$ cat config.mk
export PLATFORM = sky130hd
export DESIGN_NAME = clk_pattern_gen_flat
export DESIGN_NICKNAME = d
export VERILOG_FILES = /design/src/rtl/clk_pattern_gen_if.sv /design/src/rtl/clk_pattern_gen.sv /design/src/flat_wrapper.sv
export SDC_FILE = /design/constraint.sdc
export NUM_CORES = 1
export LEC_CHECK = 0
export CAP_MARGIN = 40
export CORE_MARGIN = 1
export CORE_UTILIZATION = 35
export CTS_CLUSTER_SIZE = 20
export DETAILED_ROUTE_END_ITERATION = 10
export PLACE_DENSITY_LB_ADDON = 0.15
export SLEW_MARGIN = 25
export SYNTH_ARGS = -nofsm -noshare
export SYNTH_HDL_FRONTEND = slang
export SYNTH_SLANG_ARGS = --single-unit
$ cat constraint.sdc
create_clock -name rdclk -period 3.6 [get_ports rdclk]
set_input_delay 0.36 -clock rdclk [delete_from_list [all_inputs] [get_ports rdclk]]
set_output_delay 0.36 -clock rdclk [all_outputs]
set_load 0.01 [all_outputs]
$ cat src/rtl/clk_pattern_gen_if.sv
// Control and status bundle for the clock pattern generator.
// Handshake: start is a level request accepted only in IDLE with en=1; busy covers HIGH/LOW, done pulses once per finished train.
interface clk_pattern_gen_if #(
    parameter int VOL   = 8,
    parameter int CNT_W = 16
);
    logic             en;
    logic             start;
    logic             stop;
    logic [VOL-1:0]   high_len;
    logic [VOL-1:0]   low_len;
    logic [CNT_W-1:0] pulses;
    logic             clk_gen;
    logic             busy;
    logic             done;
    logic [1:0]       state_dbg;

    modport master (
        output en, start, stop, high_len, low_len, pulses,
        input  clk_gen, busy, done, state_dbg
    );

    modport slave (
        input  en, start, stop, high_len, low_len, pulses,
        output clk_gen, busy, done, state_dbg
    );
endinterface

$ cat src/rtl/clk_pattern_gen.sv
// Programmable pulse-train generator: high/low phase lengths, finite or continuous pulse count, graceful stop.
// All outputs are registered; en=0 freezes everything except reset.
module clk_pattern_gen #(
    parameter int VOL   = 8,
    parameter int CNT_W = 16
) (
    input logic               rdclk,
    input logic               nreset,
    clk_pattern_gen_if.slave  bus
);
    typedef enum logic [1:0] {IDLE, HIGH, LOW, DONE} state_t;

    localparam logic [VOL-1:0]   ONE_V = VOL'(1);
    localparam logic [CNT_W-1:0] ONE_C = CNT_W'(1);

    state_t           state;
    logic [VOL-1:0]   phase_cnt;
    logic [VOL-1:0]   high_l;
    logic [VOL-1:0]   low_l;
    logic [CNT_W-1:0] pulse_cnt;
    logic [CNT_W-1:0] pulses_l;
    logic             stop_pend;
    logic             clk_gen_r;
    logic             busy_r;
    logic             done_r;

    logic [CNT_W-1:0] pulse_next;
    logic             last_pulse;

    // Counter wraps naturally in continuous mode since pulses_l==0 never matches.
    assign pulse_next = pulse_cnt + ONE_C;
    assign last_pulse = (pulses_l != '0) && (pulse_next == pulses_l);

    always_ff @(posedge rdclk) begin
        if (!nreset) begin
            state     <= IDLE;
            phase_cnt <= '0;
            high_l    <= ONE_V;
            low_l     <= ONE_V;
            pulse_cnt <= '0;
            pulses_l  <= '0;
            stop_pend <= 1'b0;
            clk_gen_r <= 1'b0;
            busy_r    <= 1'b0;
            done_r    <= 1'b0;
        end else if (bus.en) begin
            case (state)
                IDLE: begin
                    if (bus.start) begin
                        // Zero lengths are stored as 1 so the phase compare never underflows.
                        high_l    <= (bus.high_len == '0) ? ONE_V : bus.high_len;
                        low_l     <= (bus.low_len == '0) ? ONE_V : bus.low_len;
                        pulses_l  <= bus.pulses;
                        phase_cnt <= '0;
                        pulse_cnt <= '0;
                        stop_pend <= 1'b0;
                        state     <= HIGH;
                        clk_gen_r <= 1'b1;
                        busy_r    <= 1'b1;
                    end
                end
                HIGH: begin
                    if (bus.stop) stop_pend <= 1'b1;
                    if (phase_cnt == high_l - ONE_V) begin
                        phase_cnt <= '0;
                        state     <= LOW;
                        clk_gen_r <= 1'b0;
                    end else begin
                        phase_cnt <= phase_cnt + ONE_V;
                    end
                end
                LOW: begin
                    if (bus.stop) stop_pend <= 1'b1;
                    if (phase_cnt == low_l - ONE_V) begin
                        phase_cnt <= '0;
                        pulse_cnt <= pulse_next;
                        // A stop arriving on the final low cycle still ends this train.
                        if (last_pulse || stop_pend || bus.stop) begin
                            state  <= DONE;
                            busy_r <= 1'b0;
                            done_r <= 1'b1;
                        end else begin
                            state     <= HIGH;
                            clk_gen_r <= 1'b1;
                        end
                    end else begin
                        phase_cnt <= phase_cnt + ONE_V;
                    end
                end
                DONE: begin
                    done_r    <= 1'b0;
                    stop_pend <= 1'b0;
                    state     <= IDLE;
                end
                default: state <= IDLE;
            endcase
        end
    end

    assign bus.clk_gen   = clk_gen_r;
    assign bus.busy      = busy_r;
    assign bus.done      = done_r;
    assign bus.state_dbg = state;
endmodule

$ cat src/flat_wrapper.sv
// flat-port wrapper written by rule: the top's interface ports become plain ports
module clk_pattern_gen_flat 
#(
    parameter int VOL   = 8,
    parameter int CNT_W = 16
)
  (rdclk, nreset, bus_en, bus_start, bus_stop, bus_high_len, bus_low_len, bus_pulses, bus_clk_gen, bus_busy, bus_done, bus_state_dbg);
  clk_pattern_gen_if #(.VOL(VOL), .CNT_W(CNT_W)) bus_i ();
  input logic rdclk;
  input logic nreset;
  input wire logic [$bits(bus_i.en)-1:0] bus_en;
  input wire logic [$bits(bus_i.start)-1:0] bus_start;
  input wire logic [$bits(bus_i.stop)-1:0] bus_stop;
  input wire logic [$bits(bus_i.high_len)-1:0] bus_high_len;
  input wire logic [$bits(bus_i.low_len)-1:0] bus_low_len;
  input wire logic [$bits(bus_i.pulses)-1:0] bus_pulses;
  output wire logic [$bits(bus_i.clk_gen)-1:0] bus_clk_gen;
  output wire logic [$bits(bus_i.busy)-1:0] bus_busy;
  output wire logic [$bits(bus_i.done)-1:0] bus_done;
  output wire logic [$bits(bus_i.state_dbg)-1:0] bus_state_dbg;
  assign bus_i.en = bus_en;
  assign bus_i.start = bus_start;
  assign bus_i.stop = bus_stop;
  assign bus_i.high_len = bus_high_len;
  assign bus_i.low_len = bus_low_len;
  assign bus_i.pulses = bus_pulses;
  assign bus_clk_gen = bus_i.clk_gen;
  assign bus_busy = bus_i.busy;
  assign bus_done = bus_i.done;
  assign bus_state_dbg = bus_i.state_dbg;
  clk_pattern_gen #(.VOL(VOL), .CNT_W(CNT_W)) u_core (.rdclk(rdclk), .nreset(nreset), .bus(bus_i));
endmodule
# After elaboration in Yosys (flattened, before gate mapping)
# Cells that the tools add are included.
dict set report word_totals {
  wordCells 73
  output_inout_bits 5
  register_bits 62
  in_bits 37
}
dict set report classes {
  reduce_logical 19
  n_eq_ne 12
  addsub 4
  mux 28
}
# op n
set ops {}
lappend ops {{8-bit two-way mux} 5}
lappend ops {{16-bit two-way mux} 2}
lappend ops {{16-bit case mux with 2 select lines} 1}
lappend ops {{8-bit case mux with 3 select lines} 1}
lappend ops {{16-bit by 1-bit adder with 16-bit output (second input constant)} 1}
lappend ops {{16-bit equality test} 1}
lappend ops {{8-bit equality test} 2}
lappend ops {{8-bit logical NOT} 2}
lappend ops {{16-bit nonzero test} 1}
lappend ops {{8-bit by 1-bit subtractor with 8-bit output (second input constant)} 2}
lappend ops {{4-bit AND reduction} 3}
lappend ops {{1-bit two-way mux} 10}
lappend ops {{3-bit AND reduction} 3}
lappend ops {{8-bit by 1-bit adder with 8-bit output (second input constant)} 1}
lappend ops {{2-bit two-way mux} 4}
lappend ops {{2-bit by 1-bit inequality test with 1-bit output (second input constant)} 4}
lappend ops {{2-bit case mux with 4 select lines} 1}
lappend ops {{1-bit case mux with 3 select lines} 2}
lappend ops {{6-bit AND reduction} 1}
lappend ops {{5-bit AND reduction} 1}
lappend ops {{2-bit equality test (second input constant)} 2}
lappend ops {{2-bit inequality test (second input constant)} 2}
lappend ops {{1-bit case mux with 2 select lines} 2}
lappend ops {{2-bit nonzero test} 2}
lappend ops {{6 further kinds} 7}

# Longest topological paths before layout
dict set report depth {
  ltp_word 8
  depth_mapped 12
  ltp_nobuf 10
}

# Worst setup path before layout
# OpenSTA, ideal clock, no wires.
dict set report synth_path {
  path_kind {register -> register}
  start {reg u_core.low_l[0]}
  end {reg u_core.phase_cnt[4]}
  n_path_buf 1
  setup_time_ns 0.114
  t_arrival_ns 2.386
  path_stages_with_launch 12
  path_slack_ns 1.100
  period_less_slack_ns 2.500
  t_required_ns 3.486
  cell_sequence {dfxtp_1 inv_1 ha_1 clkbuf_1 inv_1 a211oi_1 a21oi_1 a2111oi_4 a21boi_1 o2111ai_2 o21bai_1 a21o_1}
}
dict set report synth_between {
  elab_chain_cells 4
}
# element line
set synth_rtl {}
lappend synth_rtl {{start: declaration} clk_pattern_gen.sv:19} ;# logic [VOL-1:0] low_l;
lappend synth_rtl {{start signal: assignment} clk_pattern_gen.sv:52} ;# low_l <= (bus.low_len == '0) ? ONE_V : bus.low_len;
lappend synth_rtl {{8-bit by 1-bit subtractor with 8-bit output} clk_pattern_gen.sv:74} ;# if (phase_cnt == low_l - ONE_V) begin
lappend synth_rtl {{8-bit equality test} clk_pattern_gen.sv:74}
lappend synth_rtl {{8-bit two-way mux} clk_pattern_gen.sv:74}
lappend synth_rtl {{8-bit case mux with 3 select lines} clk_pattern_gen.sv:47} ;# case (state)
lappend synth_rtl {{end signal: assignment} clk_pattern_gen.sv:69} ;# phase_cnt <= phase_cnt + ONE_V;
lappend synth_rtl {{end signal: assignment} clk_pattern_gen.sv:87} ;# phase_cnt <= phase_cnt + ONE_V;
lappend synth_rtl {{end: declaration} clk_pattern_gen.sv:17} ;# logic [VOL-1:0] phase_cnt;
# Every way passes these cells.
# A chain may end at the register's enable or synchronous reset.

# Worst setup path in the final report
dict set report layout_path {
  start {reg u_core.low_l[0]}
  end {reg u_core.pulse_cnt[13]}
}
dict set report layout_between {
  elab_chain_cells 4
}
# element line
set layout_rtl {}
lappend layout_rtl {{8-bit by 1-bit subtractor with 8-bit output} clk_pattern_gen.sv:74}
lappend layout_rtl {{8-bit equality test} clk_pattern_gen.sv:74}
lappend layout_rtl {{2-bit by 1-bit inequality test with 1-bit output (no source line)} --}
lappend layout_rtl {{4-bit AND reduction (no source line)} --}
lappend layout_rtl {{end signal: assignment} clk_pattern_gen.sv:76} ;# pulse_cnt <= pulse_next;
lappend layout_rtl {{end: declaration} clk_pattern_gen.sv:20} ;# logic [CNT_W-1:0] pulse_cnt;
# Every way passes these cells.

==> out/metrics.cfg <==
[clocking]
htree_levels = 3
clkTransAtPathRegs_ns = 0.07
postCtsSetupBuffers = 0
cts_hold_buf = 0
cts_sinks = 62
cts_tree = done
clockRootBuffer = clkbuf_8
cts_resized = 0
numCtsBuffers = 9
clockBufferDepth = 2
clock_latency_ns = 0.35

[critical_path]
path_class = reg2reg
crit_family = compound AO/OA/AOI/OAI gates
start_kind = flip-flop
crit_buf_inv = 2
crit_chain = inv_1 -> ha_1 -> inv_1 -> a211oi_1 -> a21oi_1 -> a2111oi_4 -> a21boi_1 -> a21o_1 -> o311a_1
reg2reg_to = u_core.pulse_cnt[13]$_SDFFE_PN0P_
reg2reg_depth = 9
critPathMostFrequentCell = inv_1
r2r_slack_ns = 0.79
setup.worst_path.end_class = flip-flop
path_depth = 9
max_stage_delay_ns = 0.49
r2r-start = u_core.low_l[0]$_SDFFE_PN1P_
path_max_fanout = 17
cp_slowest_cell = a2111oi_4
crit_arrival_ns = 3.05
cp.required_ns = 3.84

[logic_synthesis]
netlist_area_mm2 = 0.003945
yosys_warnings = 0
ys_seq_area_share_pct = 31.46
synth_ff_type = dfxtp_1
synth_nets = 548
avgSynthCellArea_um2 = 7.843
async_flop_share_pct = 0
ys_ff_latch = 62
syn-instance-count = 503
synth-edff-count = 0
synth.distinct_cells = 57

[timing]
fin_skew_ns = 0.01093
period_needed_ns = 2.806
drv_slew = 0
tightest_slew_ns = 0.6817
fmax_ghz = 0.3563
min_period_over_period_pct = 77.96
rsz0062_at_grt = no
whs_ns = 0.4875
setup_ws_ns = 0.7935
setup-violations-final = 0
max-slew-margin-rel_pct = 53.96
setup_tns_ns = 0
finalHoldViolCount = 0

[route]
dr.pass1.iters = 5
vias_per_cell = 5.360
drc_errors = 0
wl_per_cell_um = 14.75
route.vias.total = 3591
drt_iter0_drc = 225
routed_wl_um = 9884
detail-route-antenna-nets = 0

[hold_path]
min_from = u_core.stop_pend$_SDFFE_PN0P_
holdPathStages = 2
min_path_type = reg2reg
hold_path_end = u_core.stop_pend$_SDFFE_PN0P_

[pwr]
powerDensity_mw_per_mm2 = 368.0
vdd_drop_max_mv = 0.1563
leakagePower_nw = 1.608

[final_layout]
layout_commonest_cell = nand2_1
nets = 571
drive_gt1_share_pct = 6.038
num_antenna_cells = 0
areaGrowthSynthToFinish_pct = 17.63
layout_common_cells = nand2_1 (87), dfxtp_1 (62), clkdlybuf4s50_1 (41)

[run]
cap_violations = 0

[global_route]
grt_usage_pct = 18.50
antenna_found_initial = 0
grt_max_degree = 44
grt-ovfl-total = 0
grt_pass1_vias = 3402
grt_pass1_wl_um = 16870

[floorplan]
coreArea_mm2 = 0.01089
row_count = 38
die_h_um = 108.2
ios = 42
die-area_mm2 = 0.01170
die-width_um = 108.2
start_util_pct = 36.23

[place]
portBuffers = 41
pre_cts_ws_ns = 0.7838
dp_hpwl_um = 7114
gp_congestion = 0.7803

[status]
status = completed

## kinds of logic after synthesis
family                   after synthesis  share of synthesized area (%)
multiplexers                           3                         0.7929
AND/OR/NAND/NOR                      213                          27.88
buffers and inverters                 45                          4.726
AO/OA/AOI/OAI                        132                          23.72
flip-flops                            62                          31.46
XOR/XNOR                              40                          8.881
adder cells (fa/ha/maj)                8                          2.537
## synthesized netlist by cell type, types with 5 or more instances
master     n  area share (%)
or3_1      8             1.3
o21ai_0   22             2.8
clkbuf_1  21             2.0
a21o_1     6             1.1
nor3_1     8             1.0
a21boi_1  15             2.9
buf_2     11             1.4
nand3_1   12             1.5
or4_1      6             1.1
dfxtp_1   62              31
a21oi_1   15             1.9
xor2_1    15             3.3
nand2_1   87             8.3
nor2b_1    7             1.1
nor4_1    15             2.4
inv_1     12             1.1
nand2b_1   5            0.79
nand4_1    7             1.1
a211oi_1   5            0.95
a21boi_0  32             6.1
o21bai_1   6             1.1
nand3b_1   5            0.95
nor2_1    27             2.6
ha_1       8             2.5
xnor2_1   25             5.6
## report_power, final
group | total (mW) | leakage, nW | switching (mW) | internal, mW
Sequential | 0.744 | 0.504 | 0.0334 | 0.711
Clock | 0.698 | 0.115 | 0.276 | 0.421
Combinational | 0.266 | 0.990 | 0.135 | 0.131
Total | 1.71 | 1.61 | 0.445 | 1.26
## through the flow
stage | power [mW] | instance area (µm²) | utilization, % | std cells
floorplan | 0.9241 | 3945 | - | 503
global placement | 1.019 | 4419 | 40.59 | 655
detailed placement | 1.025 | 4419 | 40.59 | 655
CTS | 1.729 | 4641 | 42.62 | 670
global route | 1.792 | 4641 | 42.62 | 670
finish | 1.708 | 4641 | 42.62 | 670
## how the worst max path moves through the flow
stage,slack [ns],from,endpoint
floorplan,1.10,u_core.low_l[0]$_SDFFE_PN1P_,u_core.phase_cnt[4]$_SDFFE_PN0P_
global route,0.45,u_core.low_l[0]$_SDFFE_PN1P_,u_core.pulse_cnt[13]$_SDFFE_PN0P_
CTS,0.77,u_core.low_l[0]$_SDFFE_PN1P_,u_core.pulse_cnt[13]$_SDFFE_PN0P_
global placement,0.86,u_core.low_l[0]$_SDFFE_PN1P_,u_core.pulse_cnt[13]$_SDFFE_PN0P_
finish,0.79,u_core.low_l[0]$_SDFFE_PN1P_,u_core.pulse_cnt[13]$_SDFFE_PN0P_
detailed placement,0.78,u_core.low_l[0]$_SDFFE_PN1P_,u_core.pulse_cnt[13]$_SDFFE_PN0P_
## sequential cells by signal, summed over array words and instances, names as in the netlist
signal	cells
u_core.bus.busy	1
u_core.bus.clk_gen	1
u_core.bus.done	1
u_core.bus.state_dbg	2
u_core.high_l	8
u_core.low_l	8
u_core.phase_cnt	8
u_core.pulse_cnt	16
u_core.pulses_l	16
u_core.stop_pend	1
## per-layer routing
layer | global-route usage (%) | vias to the layer above | part of all wire [%]
met2 | 27.30 | 83 | 42
met3 | 2.652 | 9 | 4.8
met1 | 26.54 | 1660 | 51
met4 | 8.023 | 0 | 1.5
li1 | - | 1839 | -
met5 | 0 | - | 0
## worst min-delay path: cells and delay by family, from the launching register on
family,cells,cell delay [ns]
and+or+nand+nor,1,0.07
AOI/OAI and AO/OA,1,0.04
DFF,1,0.34
## layout make-up
| class | count | area [µm²] |
|---|---|---|
| clock buffers | 11 | 151.4 |
| clock inverters | 4 | 70.07 |
| fillers | 1115 | 6247 |
| inverters | 12 | 45.04 |
| multi-input cells | 396 | 2517 |
| flip-flops and latches | 62 | 1241 |
| well taps | 140 | 175.2 |
| repair buffers | 45 | 440.4 |
No activity file was read; power rests on OpenSTA's default activity.
